$ cat config.mk
export PLATFORM = sky130hd
export DESIGN_NAME = mux16_rr_sched
export DESIGN_NICKNAME = d
export VERILOG_FILES = /design/src/rtl/mux16_rr_sched.sv
export SDC_FILE = /design/constraint.sdc
export NUM_CORES = 1
export LEC_CHECK = 0
export CORE_UTILIZATION = 28
export CTS_CLUSTER_SIZE = 30
export DETAILED_ROUTE_END_ITERATION = 8
export PLACE_DENSITY_LB_ADDON = 0.1
export SLEW_MARGIN = 25
export SYNTH_ARGS = -nofsm -noshare
export SYNTH_HDL_FRONTEND = slang
export SYNTH_SLANG_ARGS = --single-unit
$ cat constraint.sdc
create_clock -name clk -period 6 [get_ports clk]
set_input_delay 1.2 -clock clk [delete_from_list [all_inputs] [get_ports clk]]
set_output_delay 1.2 -clock clk [all_outputs]
set_load 0.005 [all_outputs]
$ cat src/rtl/mux16_rr_sched.sv
// rtl/mux16_rr_sched.sv - round-robin scheduler driving the select of a shared 16:1 mux
module mux16_rr_sched #(
   parameter int unsigned HOLD_MAX = 8
) (
   input  logic        clk,
   input  logic        rst_n,
   input  logic [15:0] req,
   input  logic        mux_out,
   output logic [3:0]  sel,
   output logic [15:0] gnt,
   output logic        gnt_valid,
   output logic        data_q,
   output logic        data_valid
);

   localparam int N  = 16;
   localparam int CW = $clog2(HOLD_MAX + 1);
   localparam logic [CW-1:0] HOLD_LIM = CW'(HOLD_MAX);

   typedef enum logic {IDLE, GRANT} state_t;

   state_t        state_q, state_d;
   logic [3:0]    sel_q, sel_d;
   logic [3:0]    last_q, last_d;
   logic [15:0]   gnt_q, gnt_d;
   logic          gnt_valid_q, gnt_valid_d;
   logic          data_d;
   logic          data_valid_q, data_valid_d;
   logic [CW-1:0] hold_cnt_q, hold_cnt_d;

   logic          found;
   logic [3:0]    winner;
   logic [3:0]    idx;

   // Round-robin pick: first request set scanning upward from last+1, wrapping;
   // the comparison against 1'b1 makes unknown request bits lose
   always_comb begin
      found  = 1'b0;
      winner = 4'h0;
      idx    = 4'h0;
      for (int k = 1; k <= N; k++) begin
         idx = last_q + 4'(k);
         if (!found && req[idx] == 1'b1) begin
            found  = 1'b1;
            winner = idx;
         end
      end
   end

   // Next-state and registered-output logic for the IDLE/GRANT controller
   always_comb begin
      state_d      = state_q;
      sel_d        = sel_q;
      last_d       = last_q;
      gnt_d        = gnt_q;
      gnt_valid_d  = gnt_valid_q;
      data_d       = data_q;
      data_valid_d = data_valid_q;
      hold_cnt_d   = hold_cnt_q;
      case (state_q)
         IDLE: begin
            gnt_d        = 16'h0000;
            gnt_valid_d  = 1'b0;
            data_valid_d = 1'b0;
            if (found) begin
               state_d     = GRANT;
               sel_d       = winner;
               last_d      = winner;
               gnt_d       = 16'h0001 << winner;
               gnt_valid_d = 1'b1;
               hold_cnt_d  = CW'(1);
            end
         end
         GRANT: begin
            // A dropped request and an expired hold collapse into one release;
            // the counter never passes HOLD_LIM, so it saturates by construction
            if (req[sel_q] == 1'b1 && hold_cnt_q != HOLD_LIM) begin
               data_d       = mux_out;
               data_valid_d = 1'b1;
               hold_cnt_d   = hold_cnt_q + 1'b1;
            end else begin
               state_d      = IDLE;
               gnt_d        = 16'h0000;
               gnt_valid_d  = 1'b0;
               data_valid_d = 1'b0;
            end
         end
         default: state_d = IDLE;
      endcase
   end

   // State and output registers with asynchronous reset
   always_ff @(posedge clk or negedge rst_n) begin
      if (!rst_n) begin
         state_q      <= IDLE;
         sel_q        <= 4'h0;
         last_q       <= 4'hF;
         gnt_q        <= 16'h0000;
         gnt_valid_q  <= 1'b0;
         data_q       <= 1'b0;
         data_valid_q <= 1'b0;
         hold_cnt_q   <= '0;
      end else begin
         state_q      <= state_d;
         sel_q        <= sel_d;
         last_q       <= last_d;
         gnt_q        <= gnt_d;
         gnt_valid_q  <= gnt_valid_d;
         data_q       <= data_d;
         data_valid_q <= data_valid_d;
         hold_cnt_q   <= hold_cnt_d;
      end
   end

   assign sel        = sel_q;
   assign gnt        = gnt_q;
   assign gnt_valid  = gnt_valid_q;
   assign data_valid = data_valid_q;

endmodule

==> impl_metrics.sql <==
INSERT INTO impl_metrics (metric_group, metric, value, unit) VALUES
('route', 'via_per_inst', '5.79', ''),
('critical_path', 'worstPathRequired', '6.17', 'ns'),
('route', 'drt-initial-drc-count', '179', ''),
('clock_tree', 'numCtsBuffers', '5', ''),
('sta', 'setup_tns', '0', 'ns'),
('min_path', 'holdCritPathClass', 'reg -> reg', ''),
('floorplan', 'core-area', '14000', 'um2'),
('yosys', 'yosys.area_share.xor_xnor', '3.24', '%'),
('clock_tree', 'post_cts_resized', '0', ''),
('route', 'routed-wl-met2', '6160', 'um'),
('floorplan', 'die_height', '122', 'um'),
('yosys', 'synthesis.nets', '441', ''),
('critical_path', 'timing_worst_setup_path_type', 'in -> reg', ''),
('route', 'num_vias', '3615', ''),
('yosys', 'synth_fa_ha_area_share', '3.08', '%'),
('yosys', 'postSynthCellCount', '412', ''),
('placed_design', 'gp_congestion', '0.851', ''),
('global_routing', 'gr-usage-all-layers', '18.3', '%'),
('placed_design', 'hpwl', '9910', 'um'),
('yosys', 'yosys-mux-area-fraction', '35.0', '%'),
('clock_tree', 'htree_levels', '2', ''),
('floorplan', 'die_area', '15000', 'um2'),
('floorplan', 'ios', '42', ''),
('critical_path', 'worst_ep_arrival_time', '5.10', 'ns'),
('final_layout', 'layout.cells.most_common_list', 'sky130_fd_sc_hd__nand2_1, sky130_fd_sc_hd__clkdlybuf4s50_1, sky130_fd_sc_hd__nor2_1', ''),
('yosys', 'postSynthRegisterBits', '32', ''),
('route', 'detail_route.first_pass.iterations', '4', ''),
('global_routing', 'largest_net_degree_at_the_start_of_global_routing', '37', ''),
('yosys', 'synth.cell_area', '4060', 'um2'),
('clock_tree', 'clock_path_buffers', '2', ''),
('global_routing', 'globalRoute.totalOverflow', '0', ''),
('yosys', 'synth_ff_type', 'sky130_fd_sc_hd__dfrtp_1', ''),
('yosys', 'postSynth.asyncResetShare', '100', '%'),
('global_routing', 'antenna_found_initial', '0', ''),
('final_layout', 'drive_gt1_share', '21.4', '%'),
('clock_tree', 'clkLatencyLatePin', '0.28', 'ns'),
('placed_design', 'place.port_buffers', '41', ''),
('route', 'detail_route.wirelength', '13100', 'um'),
('final_layout', 'fill_cells', '1437', ''),
('clock_tree', 'path_clk_slew', '0.06', 'ns'),
('route', 'remaining_drc_errors', '0', ''),
('route', 'top_layer_used', 'met4', ''),
('clock_tree', 'cts.repair_timing.setup_buffer_count', '0', ''),
('critical_path', 'path_max_fanout', '10', ''),
('route', 'wl_met1', '6090', 'um'),
('yosys', 'synth_simple_gate_area_share', '14.4', '%'),
('global_routing', 'grt_pass1_wl', '21100', 'um'),
('route', 'avgRoutedWirePerCell', '21.0', 'um'),
('sta', 'final.min_clock_period', '4.94', 'ns'),
('final_layout', 'diodes', '0', ''),
('floorplan', 'standard_cell_rows', '43', ''),
('global_routing', 'grt_pass1_vias', '3596', ''),
('sta', 'setup_viol', '0', ''),
('run', 'cap_violations', '0', ''),
('yosys', 'synth.yosys.seq_area_share', '19.9', '%'),
('critical_path', 'timing.critical_path.from_type', 'input port', ''),
('sta', 'max_freq', '203', 'MHz'),
('yosys', 'post_synth_num_cell_types', '75', ''),
('yosys', 'synth_top_family_by_area', 'multiplexers', ''),
('sta', 'grt_setup_unrepaired', 'no', ''),
('clock_tree', 'cts_root_buffer', 'sky130_fd_sc_hd__clkbuf_16', ''),
('route', 'antenna_violating_nets_post_route', '0', ''),
('sta', 'slew_violations', '0', ''),
('yosys', 'syn_avg_cell_area', '9.85', 'um2'),
('floorplan', 'fp.dieW', '122', 'um'),
('yosys', 'synth_edf_count', '0', ''),
('sta', 'relSlewSlack', '35.9', '%'),
('final_layout', 'syn_to_final_growth', '18.3', '%'),
('yosys', 'synth_compound_gate_area_share', '20.5', '%'),
('clock_tree', 'post_cts_hold_buffer_count', '0', ''),
('clock_tree', 'clock_sinks', '32', ''),
('sta', 'hold_viol_final', '0', ''),
('sta', 'worstMarginPinSlew', '0.961', 'ns'),
('critical_path', 'worstSetupEndpointType', 'flop', ''),
('yosys', 'yosys_warnings', '0', ''),
('final_layout', 'layout_commonest_cell', 'sky130_fd_sc_hd__nand2_1', ''),
('final_layout', 'nNetsFinal', '472', ''),
('floorplan', 'initial_core_utilization', '29.0', '%'),
('clock_tree', 'tritoncts', 'yes', ''),
('sta', 'clock_skew', '0.00889', 'ns'),
('route', 'wl_met3', '579', 'um'),
('outcome', 'run_status', 'finished clean', ''),
('sta', 'fin_crit_sh', '82.3', '%');
[per-stage QoR]
step	hold slack, ns	std cells	worst slack [ns]	util, %	area [um2]
after global placement	0.465	616	0.822	33.0	4610
after CTS	0.484	624	1.08	34.3	4790
final	0.478	624	1.06	34.3	4800
after detailed placement	0.468	616	0.789	33.0	4610
after floorplan	0.471	412	1.37	-	4060
after global routing	0.502	624	0.863	34.3	4800
[cell type report]
class,count,area (um2),share of cell area (%)
clock buffers,7,153,3.18
clock inverters,1,30.0,0.626
inverters,11,41.3,0.860
multi-input cells,347,3100,64.5
flip-flops and latches,32,806,16.8
well taps,180,225,4.69
repair buffers,46,448,9.34
[logic make-up after synthesis]
family                   count (synthesis)
AND/OR/NAND/NOR                        120
flip-flops                              32
AO/OA/AOI/OAI                          113
buffers and inverters                   33
multiplexers                            89
adder cells (fa/ha/maj)                 10
XOR/XNOR                                15
[flip-flops by register name, indices dropped and copies added, names as in the netlist]
name	count
data_q	1
state_q	1
data_valid	1
hold_cnt_q	4
last_q	4
gnt_valid	1
gnt	16
sel	4
[worst max-delay path, stage by stage]
cell	delay (ns)
sky130_fd_sc_hd__clkdlybuf4s50_1	0.57
sky130_fd_sc_hd__mux4_1	0.69
sky130_fd_sc_hd__mux2_2	0.33
sky130_fd_sc_hd__mux2i_1	0.51
sky130_fd_sc_hd__and4bb_4	0.40
sky130_fd_sc_hd__and3_1	0.29
sky130_fd_sc_hd__a41o_1	0.49
sky130_fd_sc_hd__a211oi_2	0.11
sky130_fd_sc_hd__a21boi_2	0.22
sky130_fd_sc_hd__a32o_1	0.29
[worst paths after layout]
kind | from | endpoint | slack [ns] | cells after the start
worst max-delay path | req[14] | gnt[15] | 1.06 | 10
worst min-delay path | gnt_valid | gnt_valid | 0.48 | 2
worst max register to register | last_q[1] | gnt[15] | 1.21 | 11
worst min register to register | gnt_valid | gnt_valid | 0.48 | 2
max in group asynchronous | rst_n | last_q[2] | 4.33 | 2
min in group asynchronous | rst_n | data_valid | 1.32 | 2
[Yosys cell counts, types with 2 or more instances]
cell type / instances / area [um2]
sky130_fd_sc_hd__clkbuf_1: 9 / 33.8
sky130_fd_sc_hd__and2_1: 3 / 18.8
sky130_fd_sc_hd__nor2_1: 36 / 135
sky130_fd_sc_hd__mux2i_1: 18 / 180
sky130_fd_sc_hd__a32o_1: 4 / 40.0
sky130_fd_sc_hd__nand2_1: 46 / 173
sky130_fd_sc_hd__a221oi_1: 2 / 17.5
sky130_fd_sc_hd__a22oi_1: 2 / 15.0
sky130_fd_sc_hd__nand2b_1: 3 / 18.8
sky130_fd_sc_hd__mux2_2: 33 / 372
sky130_fd_sc_hd__mux4_1: 9 / 236
sky130_fd_sc_hd__o311a_1: 2 / 20.0
sky130_fd_sc_hd__dfrtp_1: 28 / 701
sky130_fd_sc_hd__nand3_1: 5 / 25.0
sky130_fd_sc_hd__xnor2_1: 9 / 78.8
sky130_fd_sc_hd__buf_2: 10 / 50.1
sky130_fd_sc_hd__o22ai_1: 4 / 25.0
sky130_fd_sc_hd__o21ai_0: 18 / 90.1
sky130_fd_sc_hd__mux2_1: 2 / 22.5
sky130_fd_sc_hd__a211oi_1: 9 / 67.6
sky130_fd_sc_hd__dfstp_2: 4 / 105
sky130_fd_sc_hd__xor2_1: 6 / 52.6
sky130_fd_sc_hd__mux4_2: 26 / 586
sky130_fd_sc_hd__nor4_1: 4 / 25.0
sky130_fd_sc_hd__o31ai_1: 5 / 37.5
sky130_fd_sc_hd__inv_1: 10 / 37.5
sky130_fd_sc_hd__and3_1: 3 / 18.8
sky130_fd_sc_hd__a21o_1: 2 / 15.0
sky130_fd_sc_hd__a311oi_1: 2 / 17.5
sky130_fd_sc_hd__nor3_1: 4 / 20.0
sky130_fd_sc_hd__a21oi_1: 24 / 120
sky130_fd_sc_hd__or2_2: 2 / 12.5
sky130_fd_sc_hd__o21bai_1: 2 / 15.0
sky130_fd_sc_hd__o211ai_1: 4 / 30.0
sky130_fd_sc_hd__a22o_1: 6 / 52.6
sky130_fd_sc_hd__a31oi_1: 3 / 18.8
sky130_fd_sc_hd__o31a_1: 2 / 17.5
sky130_fd_sc_hd__nand4_1: 2 / 12.5
sky130_fd_sc_hd__a21boi_0: 2 / 15.0
sky130_fd_sc_hd__ha_1: 10 / 125
sky130_fd_sc_hd__a211oi_2: 2 / 25.0
sky130_fd_sc_hd__a41o_1: 2 / 20.0
[per-layer routing]
| metal | vias up | track usage [%] |
|---|---|---|
| met5 | - | 0 |
| met4 | 0 | 6.10 |
| met3 | 17 | 1.67 |
| met2 | 109 | 29.7 |
| met1 | 1812 | 25.5 |
| li1 | 1677 | - |
Power is not shown: default switching activity piles up to over one toggle a cycle in this logic, so the estimate is an artifact.
